### src/rtl/alu_4bit.sv
// Registered WIDTH-bit ALU: eight ops, carry/overflow/zero/negative flags.
// One-cycle latency, no enable; async active-low reset.
module alu_4bit #(
  parameter int WIDTH = 4
) (
  input  logic             clk,
  input  logic             rst_n,
  input  logic [WIDTH-1:0] ina,
  input  logic [WIDTH-1:0] inb,
  input  logic [2:0]       opcode,
  output logic [WIDTH-1:0] ALUout,
  output logic             carry,
  output logic             overflow,
  output logic             zero,
  output logic             negative
);

  localparam int M = WIDTH - 1;

  localparam logic [2:0] OP_ADD = 3'b000;
  localparam logic [2:0] OP_SUB = 3'b001;
  localparam logic [2:0] OP_AND = 3'b010;
  localparam logic [2:0] OP_OR  = 3'b011;
  localparam logic [2:0] OP_XOR = 3'b100;
  localparam logic [2:0] OP_NOT = 3'b101;
  localparam logic [2:0] OP_SHL = 3'b110;
  localparam logic [2:0] OP_SHR = 3'b111;

  logic [WIDTH:0]   sum;
  logic [WIDTH:0]   dif;
  logic [WIDTH-1:0] res;
  logic             res_c;
  logic             res_v;

  // Extra top bit holds carry-out (ADD) or borrow (SUB).
  assign sum = {1'b0, ina} + {1'b0, inb};
  assign dif = {1'b0, ina} - {1'b0, inb};

  always_comb begin
    res   = '0;
    res_c = 1'b0;
    res_v = 1'b0;
    unique case (1'b1)
      (opcode == OP_ADD): begin
        res   = sum[M:0];
        res_c = sum[WIDTH];
        res_v = (ina[M] == inb[M]) && (sum[M] != ina[M]);
      end
      (opcode == OP_SUB): begin
        res   = dif[M:0];
        res_c = dif[WIDTH];
        res_v = (ina[M] != inb[M]) && (dif[M] != ina[M]);
      end
      (opcode == OP_AND): res = ina & inb;
      (opcode == OP_OR):  res = ina | inb;
      (opcode == OP_XOR): res = ina ^ inb;
      (opcode == OP_NOT): res = ~ina;
      (opcode == OP_SHL): begin
        res   = {ina[M-1:0], 1'b0};
        res_c = ina[M];
      end
      (opcode == OP_SHR): begin
        res   = {1'b0, ina[M:1]};
        res_c = ina[0];
      end
      default: res = '0;
    endcase
  end

  always_ff @(posedge clk or negedge rst_n) begin
    if (!rst_n) begin
      ALUout   <= '0;
      carry    <= 1'b0;
      overflow <= 1'b0;
      zero     <= 1'b1;
      negative <= 1'b0;
    end else begin
      ALUout   <= res;
      carry    <= res_c;
      overflow <= res_v;
      zero     <= (res == '0);
      negative <= res[M];
    end
  end

endmodule

### config.mk
export PLATFORM = sky130hd
export DESIGN_NAME = alu_4bit
export DESIGN_NICKNAME = d
export VERILOG_FILES = /design/src/rtl/alu_4bit.sv
export SDC_FILE = /design/constraint.sdc
export NUM_CORES = 1
export LEC_CHECK = 0
export CAP_MARGIN = 20
export CORE_MARGIN = 5
export CORE_UTILIZATION = 66
export CTS_CLUSTER_DIAMETER = 40
export DETAILED_ROUTE_END_ITERATION = 16
export DONT_BUFFER_PORTS = 1
export PLACE_DENSITY = 0.83
export SLEW_MARGIN = 5
export SYNTH_ARGS = -nofsm -noshare
export SYNTH_HDL_FRONTEND = slang
export SYNTH_SLANG_ARGS = --single-unit
### constraint.sdc
create_clock -name clk -period 2 [get_ports clk]
set_input_delay 0.6 -clock clk [delete_from_list [all_inputs] [get_ports clk]]
set_output_delay 0.6 -clock clk [all_outputs]
set_load 0.01 [all_outputs]
==> flow_results.org, run 1 <==
** Power
- Reported net switching power :: 0.166 mW
- Logic pwr share :: 0.399
- Total power draw :: 0.511 mW
- Sequential cell fraction of total power :: 0.345
- Of the total power, the share spent switching nets is 0.325.
- Cell Pwr Density :: 462 nW/um^2
- The internal power of the cells totals 0.345 mW.
- The analysis attributes to cell leakage a power of 0.488 nW.
- Maximum ir drop on the vdd rail :: 0.269 mV
- Clock share of power :: 0.256

** STA
- Final hold viol count :: 0
- Measured against its own limit, the worst slew margin works out to 0.778.
- The total count of max-transition violations in the final report came to 0.
- At the pin with the least slew margin, the transition time is 0.330 ns.
- Worst hold margin :: 0.0364 ns
- The smallest clock period supported by the final layout is computed as 1.95 ns.
- Setup repair after global routing could not meet its margin everywhere.
- Final period utilization :: 0.975
- Static timing analysis puts the maximum clock frequency at 513 MHz.
- Setup violations remaining at the end of the flow were counted as 0.
- Setup slack on the critical path of the routed design comes to 0.0507 ns.

** Layout
- The number of antenna diodes in the final layout is 0.
- Measured on the finished design, the core utilization comes to 0.861.
- Number of fill cells :: 56
- Growth of design area from synthesis to finish :: 25.0%
- Layout cells sized above 1 :: 0.306
- Finished Layout Cells :: 136
- Net total in the final layout :: 149

** Logic synthesis
- When the netlist entered floorplanning its net count stood at 135.
- Synthesis handed over a netlist of 108 instances.
- Counting flops with an async set or reset pin after synthesis yields a share of 1.00.
- Distinct cell type count of the synthesized netlist :: 41
- The Yosys step of the flow raised 0 warnings.
- Leading area contributor after synthesis :: sky130_fd_sc_hd__ha_1
- Synthesized-area fraction occupied by xor and xnor cells :: 0.0594
- For this run, the register share of the synthesized area comes to 0.199.
- After synthesis, the share of cell area in mux cells is 0.0651.
- Yosys reg bits :: 7
- The complex-gate fraction of the synthesized area is 0.188.
- In this run the cell area of the synthesized design comes to 885 sq um.
- By area, the combinational part of the netlist is dominated by adder cells.
- Fraction of the mapped netlist area in adder cells :: 0.207
- For this run, the leading register cell type out of synthesis is sky130_fd_sc_hd__dfrtp_1.
- Counting flops with a built-in enable in the synthesized netlist gives 0.
- Of the total synthesized cell area, the portion taken by AND, OR, NAND and NOR gates is 0.182.
- Average footprint of a synthesized cell :: 8.19 sq um
- Largest cells by area after synthesis :: sky130_fd_sc_hd__ha_1, sky130_fd_sc_hd__dfrtp_1, sky130_fd_sc_hd__inv_1, sky130_fd_sc_hd__xnor2_1, sky130_fd_sc_hd__nand2_1
- The share of synthesized area in the top cell type comes to 0.184.

** Global route
- First-pass GRT wire length :: 3660 um
- The number of global-route vias before repair was 848.
- Entering global routing, the biggest net connects 22 pins.
- Global routing usage summed across all routing layers :: 0.237
- The initial antenna violation count was 0.
- Global routing finished with a remaining overflow of 0.

** Floorplan
- The die is 46.6 um wide.
- For this design the top-level I/O count stands at 21.
- Die outline area :: 2170 sq um
- Initial core utilization :: 0.688
- Height of the die :: 46.6 um
- FP Rows :: 13
- Core outline area :: 1280 sq um

** Worst hold path
- Hold/Removal Path Class :: in2async

** Detailed routing
- In the routed layout, each cell is associated on average with a via count of 6.43.
- Across all layers, the routed design uses 875 vias.
- Number of DRC violations after detailed routing :: 0
- Number of detailed-route iterations in the first pass :: 4
- For this block, the initial DRC count from the detailed router was 37.
- Once detail routing completed, the nets flagged for antenna violations numbered 0.
- Mean routed wirelength per cell :: 18.4 um
- Summed over all layers, the routed wires come to 2500 um.

** Setup path
- Crit-path max cell delay :: 0.38 ns
- Cells along the critical path :: inv_4 > ha_4 > inv_2 > fa_2 > xor2_1 > o22ai_1 > o21ai_1 > nand4_1 > nor4_2
- STA classifies the critical path endpoint as a flip-flop.
- Cell with the largest stage delay on the worst path :: sky130_fd_sc_hd__fa_2
- CP delay by family, top :: adder cells
- Critical path fanouts, max :: 6
- By startpoint and endpoint, the worst setup path is classified as in2reg.
- CP required :: 2.15 ns
- Crit path arrival time :: 2.09 ns
- CP bufs+invs :: 2
- STA classifies the critical path startpoint as an input pin.

** Placement
- Pre-CTS setup slack :: -0.276 ns
- # port buffers :: 0
- Detailed placement finished with a half-perimeter wire length of 1780 um.
- Gp weighted congestion :: 0.903
- DP Cell Count :: 128

** Clock network
- After clock tree synthesis, the clock-pin slew on the worst setup and hold paths is 0.06 ns.
- CTS hold repair buffers :: 0
- Clock tree synthesis found a total of 7 sinks.
- CTS Buffer Depth :: 2
- Counting the buffers created by CTS gives 3.
- Maximum level of the CTS H-tree :: 1
- Cell chosen for the clock root :: sky130_fd_sc_hd__clkbuf_4
- TritonCTS built the clock tree.

** Job
- # Max-Cap Violations :: 0

** Run status
- Outcome :: finished clean
[per-stage QoR]
step           area (sq um)  setup TNS [ns]
5_1_grt                1110         -0.0300
3_3_place_gp            998          -0.183
3_5_place_dp            998          -0.461
6_report               1110               0
2_1_floorplan           935         -0.0734
4_1_cts                1020               0
[flip-flops by register name (all words and copies together) (netlist names)]
| register | flops |
|---|---|
| ALUout | 4 |
| carry | 1 |
| overflow | 1 |
| zero | 1 |
[cells in the mapped netlist, drive strengths merged (2+ instances only)]
| cell | count |
|---|---|
| a21oi | 5 |
| buf | 3 |
| clkbuf | 5 |
| dfrtp | 6 |
| ha | 13 |
| inv | 12 |
| mux2i | 2 |
| nand2 | 9 |
| nand3 | 3 |
| nor2 | 6 |
| nor3 | 2 |
| o211ai | 2 |
| o21ai | 6 |
| o21bai | 2 |
| o22ai | 3 |
| or3 | 3 |
| xnor2 | 4 |
| xor2 | 2 |
[repair_timing]
action	in CTS	in global routing
gates resized for setup	0	13
setup endpoints to repair	1	1
pin swaps	1	11
buffers inserted	0	4
endpoints found under the hold margin	0	0
[cells in the final DEF (no fill, tap or decap), types with 3 or more instances in the layout]
cell / instances
sky130_fd_sc_hd__buf_4: 17
sky130_fd_sc_hd__nand2_1: 9
sky130_fd_sc_hd__ha_1: 8
sky130_fd_sc_hd__dfrtp_1: 6
sky130_fd_sc_hd__inv_1: 6
sky130_fd_sc_hd__nor2_1: 6
sky130_fd_sc_hd__a21oi_1: 5
sky130_fd_sc_hd__ha_4: 5
sky130_fd_sc_hd__o21ai_0: 4
sky130_fd_sc_hd__xnor2_1: 4
sky130_fd_sc_hd__o22ai_1: 3
sky130_fd_sc_hd__nand3_1: 3
sky130_fd_sc_hd__or3_1: 3
sky130_fd_sc_hd__clkbuf_4: 3
[final cells by class]
type,count,area [sq um],share of cell area
timing repair buffer,17,128,0.115
clock buffer,4,26.3,0.0238
tap,15,18.8,0.0170
multi-input combinational,81,691,0.624
inverter,12,66.3,0.0600
sequential,7,176,0.160
[power by group through the flow]
stage          clock (mW)  sequential (mW)  combinational, mW
6_report            0.131            0.176              0.204
3_5_place_dp            0            0.179              0.178
4_1_cts             0.133            0.177              0.179
2_1_floorplan           0            0.174              0.146
3_3_place_gp            0            0.177              0.168
5_1_grt             0.142            0.179              0.222
[per-layer routing]
metal / vias up / routed length [um] / GRT usage
met4: 0 / 47 / 0.110
met2: 57 / 1230 / 0.412
met1: 412 / 949 / 0.260
li1: 398 / - / -
met5: - / 0 / 0
met3: 8 / 269 / 0.0703
[cells by family (layout without fill, tap and decap cells)]
kind of cell | Yosys count | in the layout
compound gates | 26 | 26
xor+xnor | 6 | 6
fa+ha+maj | 14 | 14
buf+inv | 20 | 33
flops | 7 | 7
mux | 4 | 4
simple gates | 31 | 31
[path summary, 6_finish.rpt]
kind	cells past startpoint	slack, ns	start	end
max in group asynchronous	0	1.79	rst_n	zero
min in group clk	2	0.52	opcode[0]	overflow
max	9	0.05	ina[0]	zero
min	0	0.04	rst_n	ALUout[0]
Note: power is estimated with default switching activity, not from simulation.
==> run 2: changes to the inputs <==
--- a/config.mk
+++ b/config.mk
@@ -8,7 +8,7 @@
 export CAP_MARGIN = 20
 export CORE_MARGIN = 5
 export CORE_UTILIZATION = 66
-export CTS_CLUSTER_DIAMETER = 40
+export CTS_CLUSTER_DIAMETER = 50
 export DETAILED_ROUTE_END_ITERATION = 16
 export DONT_BUFFER_PORTS = 1
 export PLACE_DENSITY = 0.83
==> results of run 2 <==
Same layout as run 1: the final DEF is identical, and so are final timing and power.
==> run 3: changes to the inputs <==
--- a/config.mk
+++ b/config.mk
@@ -11,6 +11,7 @@
 export CTS_CLUSTER_DIAMETER = 50
 export DETAILED_ROUTE_END_ITERATION = 16
 export DONT_BUFFER_PORTS = 1
+export MAX_ROUTING_LAYER = met4
 export PLACE_DENSITY = 0.83
 export SLEW_MARGIN = 5
 export SYNTH_ARGS = -nofsm -noshare
==> flow_results.org, run 3 (same netlist as run 1, synthesis figures left out) <==
** Layout
- Number of fill cells :: 56
- Ant. Diodes :: 0
- Of the cells placed in the final design, the portion with a size suffix greater than 1 is 0.306.
- Largest register by flop count :: ALUout
- Growth of design area from synthesis to finish :: 25.0%
- Most common cell after layout, fill and taps aside :: sky130_fd_sc_hd__buf_4
- Max FFs per register :: 4
- At the end of the flow the core is filled with cells to 0.861.
- After the last flow step, the layout net total stands at 149.
- Most frequent cells in the layout :: sky130_fd_sc_hd__buf_4, sky130_fd_sc_hd__nand2_1, sky130_fd_sc_hd__ha_1
- Finished Layout Cells :: 136

** STA
- Counting I/O delays and the setup requirement, the final critical path takes 1.97 ns.
- In the finished design, the share of the clock period the worst path needs comes to 0.985.
- RSZ-0062 raised after global routing :: yes
- Final Max Tran Viols :: 0
- Headroom to the max-slew limit :: 0.769
- After routing, the total negative slack on setup checks comes to 0 ns.
- For the pin with the worst max-slew slack, the measured transition is 0.343 ns.
- Final hold viol count :: 0
- Smallest setup slack after layout :: 0.0294 ns
- Final setup violating endpoints :: 0
- For this run, the top clock speed supported by timing is 507 MHz.

** Detailed routing
- Metal3 WL :: 333 um
- Mean routed wirelength per cell :: 18.3 um
- Number of detailed-route iterations in the first pass :: 5
- Number of DRC violations after detailed routing :: 0
- In the routed layout, each cell is associated on average with a via count of 6.34.
- Post-route met1 wirelength :: 869 um
- 1st-iter DRT viols :: 40
- In this run the top signal layer used is met4.
- Post-DRT Antenna Nets :: 0
- Wire segments on met2 add up to 1250 um in the final route.
- The routed layout has 862 vias.
- Final WL :: 2490 um

** Global route
- Entering global routing, the biggest net connects 22 pins.
- Via count of the first global-routing pass :: 851
- The first global-routing pass estimated 3650 um of wire.
- GRT Residual Overflow :: 0
- The initial antenna violation count came to 0.
- For this run, the total global-route usage over all layers was measured as 0.243.

** Setup path
- Cell with the largest stage delay on the worst path :: sky130_fd_sc_hd__fa_2
- In this run the worst path has a maximum fanout of 6.
- Element type at the critical path end :: flip-flop
- STA puts the critical path data arrival time at 2.11 ns.
- STA classifies the critical path startpoint as an input pin.
- Crit-path max cell delay :: 0.38 ns
- Cells along the critical path :: inv_4 > ha_4 > inv_2 > fa_2 > xor2_1 > o22ai_1 > o21ai_1 > nand4_1 > nor4_2
- CP required :: 2.14 ns
- CP delay by family, top :: adder cells
- Path type of the worst setup path :: in2reg
- Together, buffers and inverters on the worst path number 2.

** Floorplan
- Height of the die :: 46.6 um
- The die covers 2170 sq um.
- FP Rows :: 13
- Top-level port count :: 21
- The total area inside the core boundary comes to 1280 sq um.
- Initial core utilization :: 0.688
- The floorplan step set the die width to 46.6 um.

** Power
- Total power draw :: 0.511 mW
- The analysis attributes to cell leakage a power of 0.488 nW.
- Maximum ir drop on the vdd rail :: 0.268 mV
- In this run the power density over the cells is 462 nW/um^2.

** Placement
- Estimated wirelength of the detail-placed design :: 1780 um
- Before CTS, the worst setup slack after placement is -0.276 ns.
- Input and output buffers added on the ports amount to 0.
- Counting tap cells, the placed design contains a total of 128 instances.
- Gp weighted congestion :: 0.919

** Clock network
- TritonCTS created 3 clock buffers.
- In this run, post-CTS hold repair placed 0 buffers.
- Clock-pin slew was measured on the worst setup and hold paths at 0.06 ns.
- TritonCTS built the clock tree.
- The clock net in this run drives a total of 7 sinks.
- No sink is reached through more buffers than the 2 on the longest clock path.
- CTS built an H-tree with a depth of 1.
- Cell chosen for the clock root :: sky130_fd_sc_hd__clkbuf_4

** Worst hold path
- The min-delay analysis places its worst path in the category in2async.

** Job
- # Max-Cap Violations :: 0

** Run status
- Outcome :: finished clean
==> run 3: cell counts in the layout (fill, tap and decap cells not counted) <==
Identical to the previous run, type by type.
==> run 3: final cells by class <==
| type | count | area (sq um) | share of cell area |
|---|---|---|---|
| inverters | 12 | 66.3 | 0.0600 |
| well taps | 15 | 18.8 | 0.0170 |
| flip-flops and latches | 7 | 176 | 0.160 |
| clock buffers | 4 | 26.3 | 0.0238 |
| multi-input cells | 81 | 691 | 0.624 |
| repair buffers | 17 | 128 | 0.115 |
==> run 3: worst max path at each step <==
stage	start	end	slack, ns	depth (start not counted)
finish	ina[0]	zero	0.03	9
global route	ina[0]	zero	-0.03	9
CTS	ina[2]	zero	0.03	7
detailed placement	ina[0]	zero	-0.28	9
global placement	ina[0]	zero	-0.16	9
floorplan	inb[3]	zero	-0.07	8
==> run 3: metal layers <==
layer,track usage,vias up
li1,-,397
met1,0.260,391
met2,0.412,66
met3,0.0703,8
met4,0.110,0
met5,-,-
==> run 3: report_power, final <==
group / internal [mW] / total [mW] / switching (mW) / leakage, nW
logic: 0.110 / 0.204 / 0.0942 / 0.388
registers: 0.159 / 0.176 / 0.0174 / 0.0843
clock network: 0.0763 / 0.131 / 0.0543 / 0.0150
==> run 3: stage by stage <==
step                      area (sq um)  hold slack [ns]
final                             1110           0.0371
after global placement             998            0.305
after detailed placement           998            0.305
after CTS                         1020           0.0334
after floorplan                    935            0.304
after global routing              1110           0.0249
==> run 3: repair_timing <==
| action | CTS | global route |
|---|---|---|
| resized for setup | 0 | 13 |
| gates cloned | 0 | 0 |
| buffers inserted | 0 | 4 |
| endpoints found under the hold margin | 0 | 0 |
| endpoints found under the setup margin | 1 | 1 |
| pin swaps | 1 | 11 |
